**config.mk**
```make
export PLATFORM = sky130hd
export DESIGN_NAME = sram_pixel_reader_flat
export DESIGN_NICKNAME = d
export VERILOG_FILES = /design/src/rtl/sram_pixel_reader_pkg.sv /design/src/rtl/sram_pixel_reader_if.sv /design/src/rtl/sram_pixel_reader_pix_fifo.sv /design/src/rtl/sram_pixel_reader.sv /design/src/flat_wrapper.sv
export SDC_FILE = /design/constraint.sdc
export NUM_CORES = 1
export LEC_CHECK = 0
export ABC_CLOCK_PERIOD_IN_PS = 1900
export BUFFER_PORTS_ARGS = -buffer_cell sky130_fd_sc_hd__buf_2
export CAP_MARGIN = 20
export CORE_ASPECT_RATIO = 0.5
export CORE_MARGIN = 10
export CORE_UTILIZATION = 40
export CTS_CLUSTER_DIAMETER = 150
export CTS_CLUSTER_SIZE = 14
export DETAILED_ROUTE_END_ITERATION = 6
export PLACE_DENSITY_LB_ADDON = 0.15
export SLEW_MARGIN = 15
export SYNTH_ARGS = -nofsm -noshare
export SYNTH_HDL_FRONTEND = slang
export SYNTH_SLANG_ARGS = --single-unit
```
**constraint.sdc**
```tcl
create_clock -name pixel_clk -period 1.9 [get_ports pixel_clk]
set_clock_uncertainty 0.15 [all_clocks]
set_input_delay 0.095 -clock pixel_clk [delete_from_list [all_inputs] [get_ports pixel_clk]]
set_output_delay 0.095 -clock pixel_clk [all_outputs]
set_load 0.005 [all_outputs]
```
**src/rtl/sram_pixel_reader_pkg.sv**
```systemverilog
// Shared VGA/SRAM definitions: default geometry and reader FSM states.
// Also imported by BTNandSRAM_control.
package sram_pixel_reader_pkg;

  localparam int unsigned ADDR_W_DEF      = 20;
  localparam int unsigned DATA_W_DEF      = 16;
  localparam int unsigned FRAME_WORDS_DEF = 307200;
  localparam int unsigned FIFO_DEPTH_DEF  = 4;

  typedef enum logic [1:0] {
    ST_IDLE = 2'd0,
    ST_RUN  = 2'd1,
    ST_DONE = 2'd2
  } rd_state_e;

endpackage

```
**src/rtl/sram_pixel_reader_if.sv**
```systemverilog
// SRAM bus plus bus arbitration handshake between the pixel reader and the SRAM side.
interface sram_pixel_reader_if
  import sram_pixel_reader_pkg::*;
#(
  parameter int unsigned ADDR_W = ADDR_W_DEF,
  parameter int unsigned DATA_W = DATA_W_DEF
);
  logic              bus_req;
  logic              bus_gnt;
  logic [ADDR_W-1:0] sram_addr;
  logic [DATA_W-1:0] sram_dq_in;
  logic              sram_ce_n;
  logic              sram_oe_n;
  logic              sram_we_n;
  logic              sram_ub_n;
  logic              sram_lb_n;

  modport master (
    output bus_req, sram_addr, sram_ce_n, sram_oe_n, sram_we_n, sram_ub_n, sram_lb_n,
    input  bus_gnt, sram_dq_in
  );

  modport slave (
    input  bus_req, sram_addr, sram_ce_n, sram_oe_n, sram_we_n, sram_ub_n, sram_lb_n,
    output bus_gnt, sram_dq_in
  );
endinterface

```
**src/rtl/sram_pixel_reader_pix_fifo.sv**
```systemverilog
// Single-clock prefetch FIFO with flush and occupancy count; DEPTH must be a power of 2 (>= 2).
module pix_fifo #(
  parameter int unsigned DATA_W = 16,
  parameter int unsigned DEPTH  = 4
) (
  input  logic                   clk,
  input  logic                   rst_n,
  input  logic                   flush,
  input  logic                   push,
  input  logic                   pop,
  input  logic [DATA_W-1:0]      wdata,
  output logic [DATA_W-1:0]      rdata,
  output logic [$clog2(DEPTH):0] count,
  output logic                   empty
);
  localparam int unsigned    PTR_W    = $clog2(DEPTH);
  localparam logic [PTR_W:0] FULL_CNT = (PTR_W+1)'(DEPTH);

  logic [DATA_W-1:0] mem [DEPTH];
  logic [PTR_W-1:0]  rd_ptr;
  logic [PTR_W-1:0]  wr_ptr;
  logic              do_push;
  logic              do_pop;

  assign empty   = (count == '0);
  assign do_pop  = pop && !empty;
  assign do_push = push && ((count != FULL_CNT) || do_pop);
  assign rdata   = mem[rd_ptr];

  always_ff @(posedge clk) begin
    if (do_push && !flush) mem[wr_ptr] <= wdata;
  end

  always_ff @(posedge clk or negedge rst_n) begin
    if (!rst_n) begin
      rd_ptr <= '0;
      wr_ptr <= '0;
      count  <= '0;
    end else if (flush) begin
      rd_ptr <= '0;
      wr_ptr <= '0;
      count  <= '0;
    end else begin
      if (do_push) wr_ptr <= wr_ptr + 1'b1;
      if (do_pop)  rd_ptr <= rd_ptr + 1'b1;
      case ({do_push, do_pop})
        2'b10:   count <= count + 1'b1;
        2'b01:   count <= count - 1'b1;
        default: count <= count;
      endcase
    end
  end
endmodule

```
**src/rtl/sram_pixel_reader.sv**
```systemverilog
// Frame-synchronous SRAM reader: prefetches pixel words into a small FIFO and serves
// one word per VGA pixel request, flagging underflow when the FIFO runs dry.
module sram_pixel_reader
  import sram_pixel_reader_pkg::*;
#(
  parameter int unsigned ADDR_W      = ADDR_W_DEF,
  parameter int unsigned DATA_W      = DATA_W_DEF,
  parameter int unsigned FRAME_WORDS = FRAME_WORDS_DEF,
  parameter int unsigned FIFO_DEPTH  = FIFO_DEPTH_DEF
) (
  input  logic                pixel_clk,
  input  logic                reset_n,
  input  logic                EoFrame,
  input  logic                pix_req,
  output logic [DATA_W-1:0]   pix_data,
  output logic                pix_valid,
  output logic                underflow,
  sram_pixel_reader_if.master sram
);
  localparam int unsigned       CNT_W     = $clog2(FIFO_DEPTH) + 1;
  localparam logic [ADDR_W-1:0] LAST_ADDR = ADDR_W'(FRAME_WORDS - 1);
  localparam logic [CNT_W:0]    DEPTH_CNT = (CNT_W+1)'(FIFO_DEPTH);

  rd_state_e         state_q, state_d;
  logic [ADDR_W-1:0] addr_q, addr_d;
  logic              issue;
  logic              cap_valid_q;
  logic [DATA_W-1:0] cap_data_q;
  logic [CNT_W-1:0]  fifo_count;
  logic              fifo_empty;
  logic [DATA_W-1:0] fifo_head;
  logic [CNT_W:0]    occupancy;

  // The capture register is the in-flight slot: it counts against FIFO space until pushed.
  assign occupancy = {1'b0, fifo_count} + {{CNT_W{1'b0}}, cap_valid_q};
  assign issue     = (state_q == ST_RUN) && sram.bus_gnt && (occupancy < DEPTH_CNT);

  always_comb begin
    state_d        = state_q;
    addr_d         = addr_q;
    sram.bus_req   = 1'b0;
    sram.sram_addr = addr_q;
    sram.sram_ce_n = 1'b1;
    sram.sram_oe_n = 1'b1;
    sram.sram_we_n = 1'b1;
    sram.sram_ub_n = 1'b1;
    sram.sram_lb_n = 1'b1;
    case (state_q)
      ST_RUN: begin
        sram.bus_req = 1'b1;
        if (issue) begin
          sram.sram_ce_n = 1'b0;
          sram.sram_oe_n = 1'b0;
          sram.sram_ub_n = 1'b0;
          sram.sram_lb_n = 1'b0;
          if (addr_q == LAST_ADDR) state_d = ST_DONE;
          else                     addr_d  = addr_q + 1'b1;
        end
      end
      ST_IDLE, ST_DONE: ;
      default: state_d = ST_IDLE;
    endcase
    if (EoFrame) begin
      state_d = ST_RUN;
      addr_d  = '0;
    end
  end

  always_ff @(posedge pixel_clk or negedge reset_n) begin
    if (!reset_n) begin
      state_q <= ST_IDLE;
      addr_q  <= '0;
    end else begin
      state_q <= state_d;
      addr_q  <= addr_d;
    end
  end

  always_ff @(posedge pixel_clk or negedge reset_n) begin
    if (!reset_n) begin
      cap_valid_q <= 1'b0;
      cap_data_q  <= '0;
    end else begin
      cap_valid_q <= issue && !EoFrame;
      if (issue) cap_data_q <= sram.sram_dq_in;
    end
  end

  pix_fifo #(
    .DATA_W (DATA_W),
    .DEPTH  (FIFO_DEPTH)
  ) u_fifo (
    .clk   (pixel_clk),
    .rst_n (reset_n),
    .flush (EoFrame),
    .push  (cap_valid_q && !EoFrame),
    .pop   (pix_req),
    .wdata (cap_data_q),
    .rdata (fifo_head),
    .count (fifo_count),
    .empty (fifo_empty)
  );

  always_ff @(posedge pixel_clk or negedge reset_n) begin
    if (!reset_n) begin
      pix_data  <= '0;
      pix_valid <= 1'b0;
      underflow <= 1'b0;
    end else begin
      pix_valid <= 1'b0;
      if (pix_req) begin
        if (!fifo_empty) begin
          pix_data  <= fifo_head;
          pix_valid <= 1'b1;
        end else begin
          pix_data  <= '0;
          underflow <= 1'b1;
        end
      end
      if (EoFrame) underflow <= 1'b0;
    end
  end
endmodule

```
**src/flat_wrapper.sv**
```systemverilog
// flat-port wrapper written by rule: the top's interface ports become plain ports
module sram_pixel_reader_flat import sram_pixel_reader_pkg::*;
#(
  parameter int unsigned ADDR_W      = ADDR_W_DEF,
  parameter int unsigned DATA_W      = DATA_W_DEF,
  parameter int unsigned FRAME_WORDS = FRAME_WORDS_DEF,
  parameter int unsigned FIFO_DEPTH  = FIFO_DEPTH_DEF
)
  (pixel_clk, reset_n, EoFrame, pix_req, pix_data, pix_valid, underflow, sram_bus_req, sram_sram_addr, sram_sram_ce_n, sram_sram_oe_n, sram_sram_we_n, sram_sram_ub_n, sram_sram_lb_n, sram_bus_gnt, sram_sram_dq_in);
  sram_pixel_reader_if #(.ADDR_W(ADDR_W), .DATA_W(DATA_W)) sram_i ();
  input  logic pixel_clk;
  input  logic reset_n;
  input  logic EoFrame;
  input  logic pix_req;
  output logic [DATA_W-1:0] pix_data;
  output logic pix_valid;
  output logic underflow;
  output wire logic [$bits(sram_i.bus_req)-1:0] sram_bus_req;
  output wire logic [$bits(sram_i.sram_addr)-1:0] sram_sram_addr;
  output wire logic [$bits(sram_i.sram_ce_n)-1:0] sram_sram_ce_n;
  output wire logic [$bits(sram_i.sram_oe_n)-1:0] sram_sram_oe_n;
  output wire logic [$bits(sram_i.sram_we_n)-1:0] sram_sram_we_n;
  output wire logic [$bits(sram_i.sram_ub_n)-1:0] sram_sram_ub_n;
  output wire logic [$bits(sram_i.sram_lb_n)-1:0] sram_sram_lb_n;
  input wire logic [$bits(sram_i.bus_gnt)-1:0] sram_bus_gnt;
  input wire logic [$bits(sram_i.sram_dq_in)-1:0] sram_sram_dq_in;
  assign sram_bus_req = sram_i.bus_req;
  assign sram_sram_addr = sram_i.sram_addr;
  assign sram_sram_ce_n = sram_i.sram_ce_n;
  assign sram_sram_oe_n = sram_i.sram_oe_n;
  assign sram_sram_we_n = sram_i.sram_we_n;
  assign sram_sram_ub_n = sram_i.sram_ub_n;
  assign sram_sram_lb_n = sram_i.sram_lb_n;
  assign sram_i.bus_gnt = sram_bus_gnt;
  assign sram_i.sram_dq_in = sram_sram_dq_in;
  sram_pixel_reader #(.ADDR_W(ADDR_W), .DATA_W(DATA_W), .FRAME_WORDS(FRAME_WORDS), .FIFO_DEPTH(FIFO_DEPTH)) u_core (.pixel_clk(pixel_clk), .reset_n(reset_n), .EoFrame(EoFrame), .pix_req(pix_req), .pix_data(pix_data), .pix_valid(pix_valid), .underflow(underflow), .sram(sram_i));
endmodule
```
### Yosys cells after proc, flatten, opt, wreduce, memory -nomap -nowiden

Memories as Yosys holds them, arrays and structs flattened.
Cells that the tools add are included.

* latch bits: 0
* memory bits (writable): 64
* bits in registers: 64
* output and inout port bits: 44
* memory bits (read-only): 0
* memories kept: 1

Memories
* u_core.u_fifo.mem: words 4, bits a word 16, read ports 1, clocked after Yosys merged registers in 0, wr ports 1, RTL line sram_pixel_reader_pix_fifo.sv:19 `logic [DATA_W-1:0] mem [DEPTH];`

* shifts and indexed selects: 0
* muxes and demuxes: 25
* bitwise gates (word level): 0
* divide/modulo/power cells: 0
* $mul: 0
* equality and inequality tests: 10
* reduce and logical (&&, ||, !) cells: 23
* magnitude comparators: 1
* add/subtract/negate cells: 6

Operators with widths (number)
* two-way mux 20 bit: 4
* adder 20 x 1 -> 20 bit, second input constant: 1
* equality test 20 x 19 -> 1 bit, second input constant: 1
* two-way mux 16 bit: 1
* two-way mux 2 bit: 7
* nonzero test 2 bit: 6
* two-way mux 1 bit: 10
* logical AND 1 bit: 7
* != test 3 bit, second input constant: 2
* one-hot mux 3 bit (2 select lines): 1
* AND reduction 3 bit: 2
* adder 2 x 1 -> 2 bit, second input constant: 2
* adder 3 x 1 -> 4 bit: 1
* equality test 2 x 1 -> 1 bit, second input constant: 2
* equality test 2 bit, second input constant: 2
* < comparator 4 x 3 -> 1 bit, second input constant: 1
* != test 2 bit, second input constant: 2
* one-hot mux 2 bit (2 select lines): 1
* adder 3 x 1 -> 3 bit, second input constant: 1
* logical NOT 3 bit: 1
* two-way mux 3 bit: 1
* != test 3 x 2 -> 1 bit, second input constant: 1
* nonzero test 3 bit: 1
* subtractor 3 x 1 -> 3 bit, second input constant: 1
* 5 further kinds: 6

### Logic depth before layout (Yosys ltp)

Gate-level depths: netlist of the first run.

* depth in word-level cells: 8
* depth in mapped cells: 8
* mapped depth without buffers: 7

### Hierarchy

Synthesis of the first run repeated with hierarchy kept, for this count alone.

* cell total of the unflattened synthesis: 427
* area, all modules: 5494.0 um2

Modules (own cells, without submodules)
* pix_fifo: cells an instance 146, area an instance 2855.2 um2, instances 1, sequential area each 2097.0 um2
* sram_pixel_reader: cells an instance 281, area an instance 2638.8 um2, instances 1, sequential area each 1426.4 um2

### Worst setup path before layout of the first run

Ideal clock, no wire load.

* path type: reg2reg
* start point: register u_core.u_fifo.count[1]
* end point: register u_core.u_fifo.count[2]
* path buffers: 0
* arrival time: 1762 ps
* path slack: -144 ps
* data required time: 1618 ps
* cell stages (with the launch flop): 8
* path through: dfrtp_1 -> o31ai_2 -> a21oi_1 -> fa_1 -> nor3_1 -> a31oi_1 -> xor2_1 -> nor2_1

* cells in the longest elaborated chain, start to end: 8
* elaborated cells between the ends (all ways): 13

RTL lines
* start: declaration: RTL line sram_pixel_reader_pix_fifo.sv:13 `output logic [$clog2(DEPTH):0] count,`
* start signal: assignment: RTL line sram_pixel_reader_pix_fifo.sv:47 `2'b10: count <= count + 1'b1;`
* start signal: assignment: RTL line sram_pixel_reader_pix_fifo.sv:48 `2'b01: count <= count - 1'b1;`
* start signal: assignment: RTL line sram_pixel_reader_pix_fifo.sv:49 `default: count <= count;`
* logical NOT 3 bit: RTL line sram_pixel_reader_pix_fifo.sv:25 `assign empty = (count == '0);`
* logical NOT 1 bit
* logical AND 1 bit: RTL line sram_pixel_reader_pix_fifo.sv:26 `assign do_pop = pop && !empty;`
* logical OR 1 bit: RTL line sram_pixel_reader_pix_fifo.sv:27 `assign do_push = push && ((count != FULL_CNT) || do_pop);`
* logical AND 1 bit: RTL line sram_pixel_reader_pix_fifo.sv:27
* equality test 2 x 1 -> 1 bit / equality test 2 bit (equally long branches): RTL line sram_pixel_reader_pix_fifo.sv:46 `case ({do_push, do_pop})`
* one-hot mux 3 bit (2 select lines): RTL line sram_pixel_reader_pix_fifo.sv:46
* two-way mux 3 bit: RTL line sram_pixel_reader_pix_fifo.sv:39 `end else if (flush) begin`

Parallel ways exist; a longest one is shown, timed or not.
A chain may end at the register's enable or synchronous reset.

### Worst setup path after layout of the first run

Same ends and word-level chain as after synthesis.

==> out/metrics.yaml, run 1 <==
synth.cell_area_sq_um: 5190
synth-async-reset-ratio: 0.500
worstSetupStartpointType: "register"
ir_worst_vdd_uv: 547
reg2reg_to: "u_core.u_fifo.count[2]$_DFFE_PN0P_"
rsz0062_at_grt: "true"
cp.arrival_ps: 2030
fill_cells: 1032
placed_cells: 590
initial_utilization: 0.409
syn-num-nets: 358
final_cell_mix: "dfrtp_1 (64), edfxtp_1 (64), buf_2 (60)"
hold_path.class: "in2async"
overflow: 0
dr.first_iter.drc_count: 163
cp-end-kind: "register"
drt_pass1_iterations: 4
finalSetupTns_ps: 0
layout.nets: 493
stdcell_count: 650
seq_area_frac_synth: 0.678
setup_viol_count_final: 0
max_slew.worst_pin.slew_ps: 895
cts_buffer_depth: 2
yosysWarnings: 0
fin_crit_sh: 1.00
min_period_ps: 1900
dp_hpwl_um: 7500
drc: 0
die_w_um: 181
numCtsBuffers: 17
clk_pin_slew_ps: 60
wirelength_um: 12000
layout-drive-gt1-share: 0.420
holdWs_ps: 62.0
core_sq_um: 12700
outcome: "finished, final reports clean"
grt_pass1_vias: 3618
max_freq_mhz: 526
cts_max_level: 4
wl_per_cell_um: 18.4
synth_edf_count: 64
worstPathMaxFanout: 3
die_h_um: 101
critPathKind: "reg2reg"
vias: 3339
synthCells: 331
synthDistinctLibCells: 46
powerDensity_nw_per_um2: 1250
maxCapViolCount: 0
clkLatencyLatePin_ps: 410
grt_max_degree: 65
antenna_found_initial: 1
grt_pass1_wl_um: 19100
via_per_inst: 5.14
final_hold_viol_count: 0
synth_flop_cell: "edfxtp_1"
rr_startpoint: "u_core.u_fifo.count[1]$_DFFE_PN0P_"
antenna_left: 0
crit_required_ps: 2030
r2r_cells: 7
dieArea_sq_um: 18200
rows: 29
leakage_nw: 2.82
cts_root_buffer: "clkbuf_16"
cts_tree: "built"
grt_use_total: 0.133
drv_slew: 0
r2r_slack_ps: 0.3
ys_ff_latch: 128
syn_area_per_cell_sq_um: 15.7
clkSinkCount: 128
io_pins: 65
place_congestion: 0.829
area_delta_synth_final_pct: 34.0
numPortBuffers: 63
slew_headroom: 0.404
## final cells by class
class                   instances  area (sq um)  area share
flip-flops and latches        128          3520       0.506
multi-input cells             179          1630       0.235
repair buffers                133          1010       0.146
clock buffers                  19           433      0.0622
well taps                     170           213      0.0306
clock inverters                13           116      0.0167
inverters                       7          26.3     0.00377
diodes                          1          2.50    0.000359
## flip-flops by register name (all words and copies together), names as in the netlist
register	cells
u_core.pix_valid	1
u_core.pix_data	16
u_core.underflow	1
u_core.cap_data_q	16
u_core.u_fifo.wr_ptr	2
u_core.u_fifo.rd_ptr	2
u_core.sram.sram_addr	20
u_core.cap_valid_q	1
u_core.state_q	2
u_core.u_fifo.count	3
u_core.u_fifo.mem	64
## how the worst max path moves through the flow
stage	from	to	slack, ps
after floorplan	u_core.u_fifo.count[1]$_DFFE_PN0P_	u_core.u_fifo.count[2]$_DFFE_PN0P_	-140
after global placement	u_core.u_fifo.count[1]$_DFFE_PN0P_	u_core.u_fifo.count[2]$_DFFE_PN0P_	30
after detailed placement	u_core.u_fifo.count[1]$_DFFE_PN0P_	u_core.u_fifo.count[2]$_DFFE_PN0P_	-60
after CTS	u_core.u_fifo.count[2]$_DFFE_PN0P_	u_core.u_fifo.count[2]$_DFFE_PN0P_	4
after global routing	u_core.sram.sram_addr[10]$_DFFE_PN0P_	u_core.sram.sram_addr[19]$_DFFE_PN0P_	-80
final	u_core.u_fifo.count[1]$_DFFE_PN0P_	u_core.u_fifo.count[2]$_DFFE_PN0P_	0.3
## what timing repair did
action,CTS,global route
cloned,0,1
hold buffers,19,0
endpoints found under the hold margin,92,0
buffers inserted,1,6
gates resized for setup,8,19
pin swaps,2,9
setup endpoints to repair,5,18
## power by group
group / total [W] / internal, W / switching, W
combinational: 0.00188 / 0.00104 / 0.000835
clock: 0.00301 / 0.00180 / 0.00121
sequential: 0.00381 / 0.00347 / 0.000335
## worst max-delay path, stage by stage, from the launching register on
cell     delay (ps)
dfrtp_1         400
o31ai_2         290
a21oi_1          90
fa_2            370
nor3_2          170
a31oi_1          90
xor2_1          150
nor2_1           60
## per-layer routing
metal | up-vias | share of wire | track usage
met5 | - | 0 | 0
li1 | 1534 | - | -
met4 | 0 | 0.011 | 0.0398
met1 | 1717 | 0.44 | 0.154
met2 | 74 | 0.49 | 0.227
met3 | 14 | 0.054 | 0.0520
## synthesized netlist by cell type (5+ instances only)
cell	n	area, sq um
dfrtp_1	64	1600
edfxtp_1	64	1920
nor2_1	20	75.1
mux2_2	17	191
a22o_1	16	140
mux4_2	16	360
nand2_1	12	45.0
xnor2_1	11	96.3
a21oi_1	10	50.1
nor3_1	8	40.0
clkbuf_1	6	22.5
nand3_1	6	30.0
nand4_1	6	37.5
buf_4	5	37.5
ha_1	5	62.6
inv_1	5	18.8
or3_1	5	31.3
## per-stage QoR
stage | cell area [sq um] | total power [W] | setup WS [ps] | util
floorplan | 5210 | 0.00483 | -144 | -
global placement | 6030 | 0.00551 | 34.5 | 0.475
detailed placement | 6030 | 0.00559 | -58.6 | 0.475
CTS | 6810 | 0.00871 | 4.04 | 0.536
global route | 6960 | 0.00912 | -75.2 | 0.548
finish | 6960 | 0.00869 | 0.301 | 0.548
## logic make-up (layout without fill, tap and decap cells)
kind of cell	count (synthesis)	count (layout)	synth area share
mux	36	36	0.112
compound gates	42	43	0.0619
flops	128	128	0.678
buf+inv	25	172	0.0253
simple gates	78	78	0.0807
other cells	1	2	0.000722
fa+ha+maj	6	6	0.0159
xor+xnor	15	15	0.0253
Power figures use the tool's default switching activity.
==> inputs of run 2 (changes only) <==
ABC_AREA = 1   (was default)
CTS_CLUSTER_SIZE = default   (was 14)
SYNTH_HIERARCHICAL = 1   (was default)
==> out/metrics.yaml, run 2 <==
p_comb_frac: 0.206
maxCapViolCount: 0
hold_path.class: "in2async"
cts_max_level: 4
synth_top_area_share: 0.343
initial_utilization: 0.411
intPower_w: 0.00625
cts_root_buffer: "clkbuf_16"
clkLatencyLatePin_ps: 420
ys_top_cells_by_area: "edfxtp_1 (34%), dfrtp_1 (29%), nand2_1 (9.3%)"
final_cell_mix: "nand2_1 (138), nor2_1 (70), edfxtp_1 (64)"
area_delta_synth_final_pct: 30.6
dp_hpwl_um: 8610
via_per_inst: 4.91
drv_slew: 0
rows: 30
design_area_sq_um: 7310
max_slew.worst_pin.slew_ps: 572
grt_pass1_vias: 4281
synth_top_area_cell: "edfxtp_1"
rsz0062_at_grt: "true"
leakage_nw: 3.27
placed_cell_area_sq_um: 6410
cts_tree: "built"
wirelength_um: 13900
core_sq_um: 13600
synth_flop_cell: "edfxtp_1"
wl_per_cell_um: 15.7
place_congestion: 0.822
crit_required_ps: 2110
met3WireLength_um: 805
fin_util: 0.537
layout_commonest_cell: "nand2_1"
vias: 4338
yosys-top-cells-count: "nand2_1 (139), nor2_1 (71), dfrtp_1 (64), edfxtp_1 (64)"
outcome: "finished, final reports clean"
largest_register_ffs: 64
drc: 0
final_hold_viol_count: 0
syn-num-nets: 577
drt_pass1_iterations: 6
synth-async-reset-ratio: 0.500
cts_buffer_depth: 2
numCtsBuffers: 17
p_seq_frac: 0.413
yosysMostFrequentCell: "nand2_1"
fin_crit_sh: 0.986
worstPathMaxFanout: 8
min_period_ps: 1870
synth.cell_area_sq_um: 5600
ir_worst_vdd_uv: 542
die_h_um: 104
antenna_left: 0
clk_pin_slew_ps: 60
critPathKind: "reg2reg"
met1_length_um: 6630
syn_area_per_cell_sq_um: 10.2
layout-drive-gt1-share: 0.252
setup_viol_count_final: 0
slew_headroom: 0.618
routed-wl-met2_um: 6260
p_sw_w: 0.00259
highest_layer: "met4"
grt_max_degree: 65
io_pins: 65
grt_pass1_wl_um: 22600
synth_edf_count: 64
yosysWarnings: 6
cp.arrival_ps: 2080
synthCells: 550
max_freq_mhz: 534
ys_ff_latch: 128
layout.nets: 705
clockPowerShare: 0.382
worstSetupStartpointType: "register"
synthDistinctLibCells: 37
n_antenna_cell: 0
dieArea_sq_um: 19400
cp-end-kind: "register"
clkSinkCount: 128
holdWs_ps: 88.6
seq_area_frac_synth: 0.629
dr.first_iter.drc_count: 292
p_sw_frac: 0.293
overflow: 0
powerDensity_nw_per_um2: 1210
antenna_found_initial: 0
numPortBuffers: 63
largest-register: "u_core/u_fifo/mem"
die_w_um: 187
grt_use_total: 0.144
[run 2: cell types whose count changed in the layout (fill, tap and decap cells not counted), moves of 6 or more]
cell	delta
inv_2	+8
o21ai_0	+26
inv_1	+23
nor3_1	-6
o21ai_1	+11
nand2_1	+127
nand4_1	+7
nor2_1	+50
mux4_2	-16
nand3_1	+17
mux2_2	-17
xnor2_1	-11
o22ai_1	+16
[run 2: power by group through the flow]
stage	clock (W)	combinational, W	sequential [W]
global route	0.00355	0.00204	0.00370
CTS	0.00341	0.00171	0.00365
global placement	0	0.00164	0.00368
finish	0.00338	0.00182	0.00365
floorplan	0	0.000988	0.00368
detailed placement	0	0.00166	0.00370
[run 2: path summary, 6_finish.rpt]
check	start	end	slack, ps	depth (start not counted)
setup reg to reg	u_core/sram.sram_addr[0]$_DFFE_PN0P_	u_core/sram.sram_addr[8]$_DFFE_PN0P_	30	10
hold / removal	reset_n	u_core/sram.sram_addr[17]$_DFFE_PN0P_	90	3
max in group asynchronous	reset_n	u_core/u_fifo/count[2]$_DFFE_PN0P_	1210	3
setup / recovery	u_core/sram.sram_addr[0]$_DFFE_PN0P_	u_core/sram.sram_addr[8]$_DFFE_PN0P_	30	10
min in group pixel_clk	sram_bus_gnt	u_core/cap_valid_q$_DFF_PN0_	160	6
hold reg to reg	u_core/underflow$_DFFE_PN0P_	u_core/underflow$_DFFE_PN0P_	340	2
[run 2: per-layer routing]
metal	up-vias	global-route usage
met1	2065	0.188
met5	-	0
met4	0	0.0498
met3	31	0.0455
li1	2119	-
met2	123	0.223
[run 2: logic make-up after synthesis]
logic type,Yosys count,share of synthesized area
AO/OA/AOI/OAI,81,0.0881
XOR/XNOR,9,0.0141
adder cells (fa/ha/maj),6,0.0148
buffers and inverters,62,0.0492
flip-flops,128,0.629
other,1,0.000670
AND/OR/NAND/NOR,263,0.204
[run 2: final cells by class]
class,count,area [sq um]
Sequential cell,128,3520
Fill cell,1241,6310
Clock buffer,18,429
Inverter,39,146
Tap cell,192,240
Multi-Input combinational cell,361,1850
Timing Repair Buffer,131,947
Clock inverter,14,179
[run 2: worst max-delay path: stages (launching register included)]
cell and delay (ps):
dfrtp_1 360, ha_2 190, nand3_2 90, nor2_4 130
nand3_2 110, nor2_4 160, nor2_4 60, buf_6 130
nor2_4 240, nand2_1 100, nand2_1 80
[run 2: timing repair]
item,4_1_cts,5_1_grt
resized for setup,1,13
hold buffers,19,0
endpoints found under the hold margin,86,0
pin swaps,0,16
setup endpoints to repair,4,53
buffers inserted,0,6
gates cloned,0,1
[run 2: metrics by stage]
stage	setup slack [ps]	instances	total power, W	setup TNS, ps
6_report	26.0	883	0.00884	0
5_1_grt	-55.3	883	0.00929	-485
4_1_cts	3.15	876	0.00877	0
3_5_place_dp	28.4	825	0.00536	0
3_3_place_gp	42.5	825	0.00532	0
2_1_floorplan	-153	550	0.00466	-9820
==> inputs of run 3 (changes only) <==
ABC_AREA = default   (was 1)
CTS_BUF_LIST = sky130_fd_sc_hd__clkbuf_16   (was default)
SYNTH_HIERARCHICAL = default   (was 1)
==> out/metrics.yaml, run 3 (synthesis gave the netlist of run 1 again) <==
crit_required_ps: 2030
fin_util: 0.548
final_cell_mix: "dfrtp_1 (64), edfxtp_1 (64), buf_2 (60)"
crit_cells: 7
fin_crit_sh: 1.00
drc: 0
layout-drive-gt1-share: 0.420
clkLatencyLatePin_ps: 410
clkSinkCount: 128
rows: 29
grt_pass1_wl_um: 19100
antenna_left: 0
drv_slew: 0
numCtsBuffers: 17
worst-path-buf-inv: 0
grt_max_degree: 65
worstPathMaxFanout: 3
critPathTopFamily: "compound AO/OA/AOI/OAI gates"
outcome: "finished, final reports clean"
hold_path.class: "in2async"
critPathKind: "reg2reg"
powerDensity_nw_per_um2: 1250
largest_register_ffs: 64
cts_max_level: 4
worstSetupStartpointType: "register"
core_sq_um: 12700
placed_cell_area_sq_um: 6030
min_period_ps: 1900
dieArea_sq_um: 18200
critical-path-slowest-cell: "dfrtp_1"
cts_buffer_depth: 2
design_area_sq_um: 6960
wirelength_um: 12000
area_delta_synth_final_pct: 34.0
cp_cell_sequence: "o31ai_2, a21oi_1, fa_2, nor3_2, a31oi_1, xor2_1, nor2_1"
cp.arrival_ps: 2030
place_congestion: 0.829
layout.nets: 493
rsz0062_at_grt: "true"
largest-register: "u_core.u_fifo.mem"
cts_tree: "built"
wl_per_cell_um: 18.4
die_w_um: 181
cpPeakStageDelay_ps: 400
r2r_cells: 7
cts_root_buffer: "clkbuf_16"
die_h_um: 101
initial_utilization: 0.409
drt_pass1_iterations: 4
leakage_nw: 2.83
max_slew.worst_pin.slew_ps: 888
numPortBuffers: 63
io_pins: 65
grt_use_total: 0.133
final_hold_viol_count: 0
setup_viol_count_final: 0
slew_headroom: 0.408
clk_pin_slew_ps: 60
dp_hpwl_um: 7500
antenna_found_initial: 1
dr.first_iter.drc_count: 160
holdWs_ps: 62.0
maxCapViolCount: 0
grt_pass1_vias: 3618
vias: 3334
ir_worst_vdd_uv: 547
via_per_inst: 5.13
max_freq_mhz: 526
cp-end-kind: "register"
overflow: 0
==> run 3: changes by cell type in the layout (fill, tap and decap cells not counted), moves of 6 or more <==
cell,delta
nor2_1,-50
xnor2_1,+11
mux4_2,+16
inv_1,-21
nand2_1,-127
nor3_1,+6
nand3_1,-17
o22ai_1,-16
o21ai_1,-11
o21ai_0,-26
mux2_2,+17
inv_2,-8
nand4_1,-7
==> run 3: metrics by stage <==
stage	setup slack, ps	setup TNS, ps	power, W	cells
final	0.246	0	0.00868	650
after global routing	-75.2	-234	0.00911	649
after CTS	4.04	0	0.00870	642
after detailed placement	-58.6	-58.6	0.00559	590
after global placement	34.5	0	0.00551	590
after floorplan	-144	-198	0.00483	331
==> run 3: report_power, final <==
group	switching, W	total (W)	internal [W]	leakage (nW)
Clock	0.00121	0.00300	0.00179	0.272
Sequential	0.000334	0.00381	0.00347	1.42
Combinational	0.000833	0.00188	0.00104	1.14
==> run 3: tightest hold or removal path: cells and delay by family <==
family | cells | cell delay (ps)
buffers and inverters | 3 | 930
==> run 3: layout make-up <==
class | count | area (sq um)
multi-input cells | 179 | 1630
diodes | 1 | 2.50
clock buffers | 17 | 425
clock inverters | 15 | 124
flip-flops and latches | 128 | 3520
repair buffers | 133 | 1010
fillers | 1032 | 5740
well taps | 170 | 213
inverters | 7 | 26.3
==> run 3: path summary, 6_finish.rpt <==
kind                       slack (ps)                              endpoint                          startpoint
max                               0.2    u_core.u_fifo.count[2]$_DFFE_PN0P_  u_core.u_fifo.count[1]$_DFFE_PN0P_
min                                60  u_core.sram.sram_addr[0]$_DFFE_PN0P_                             reset_n
max reg2reg                       0.2    u_core.u_fifo.count[2]$_DFFE_PN0P_  u_core.u_fifo.count[1]$_DFFE_PN0P_
min reg2reg                       340          u_core.underflow$_DFFE_PN0P_        u_core.underflow$_DFFE_PN0P_
max in group asynchronous        1190      u_core.cap_data_q[5]$_DFFE_PN0P_                             reset_n
min in group pixel_clk            310     u_core.cap_data_q[15]$_DFFE_PN0P_                 sram_sram_dq_in[15]
==> run 3: what timing repair did <==
item / CTS / global route
pin swaps: 2 / 9
hold buffers: 19 / 0
hold endpoints to repair: 92 / 0
endpoints found under the setup margin: 5 / 18
setup buffers: 1 / 6
gates cloned: 0 / 1
gates resized for setup: 8 / 19
==> run 3: per-layer routing <==
| layer | track usage | vias to the layer above | part of all wire | wire length (um) |
|---|---|---|---|---|
| li1 | - | 1533 | - | - |
| met5 | 0 | - | 0 | 0 |
| met1 | 0.154 | 1710 | 0.44 | 5250 |
| met3 | 0.0520 | 14 | 0.056 | 672 |
| met2 | 0.227 | 77 | 0.49 | 5910 |
| met4 | 0.0398 | 0 | 0.011 | 127 |
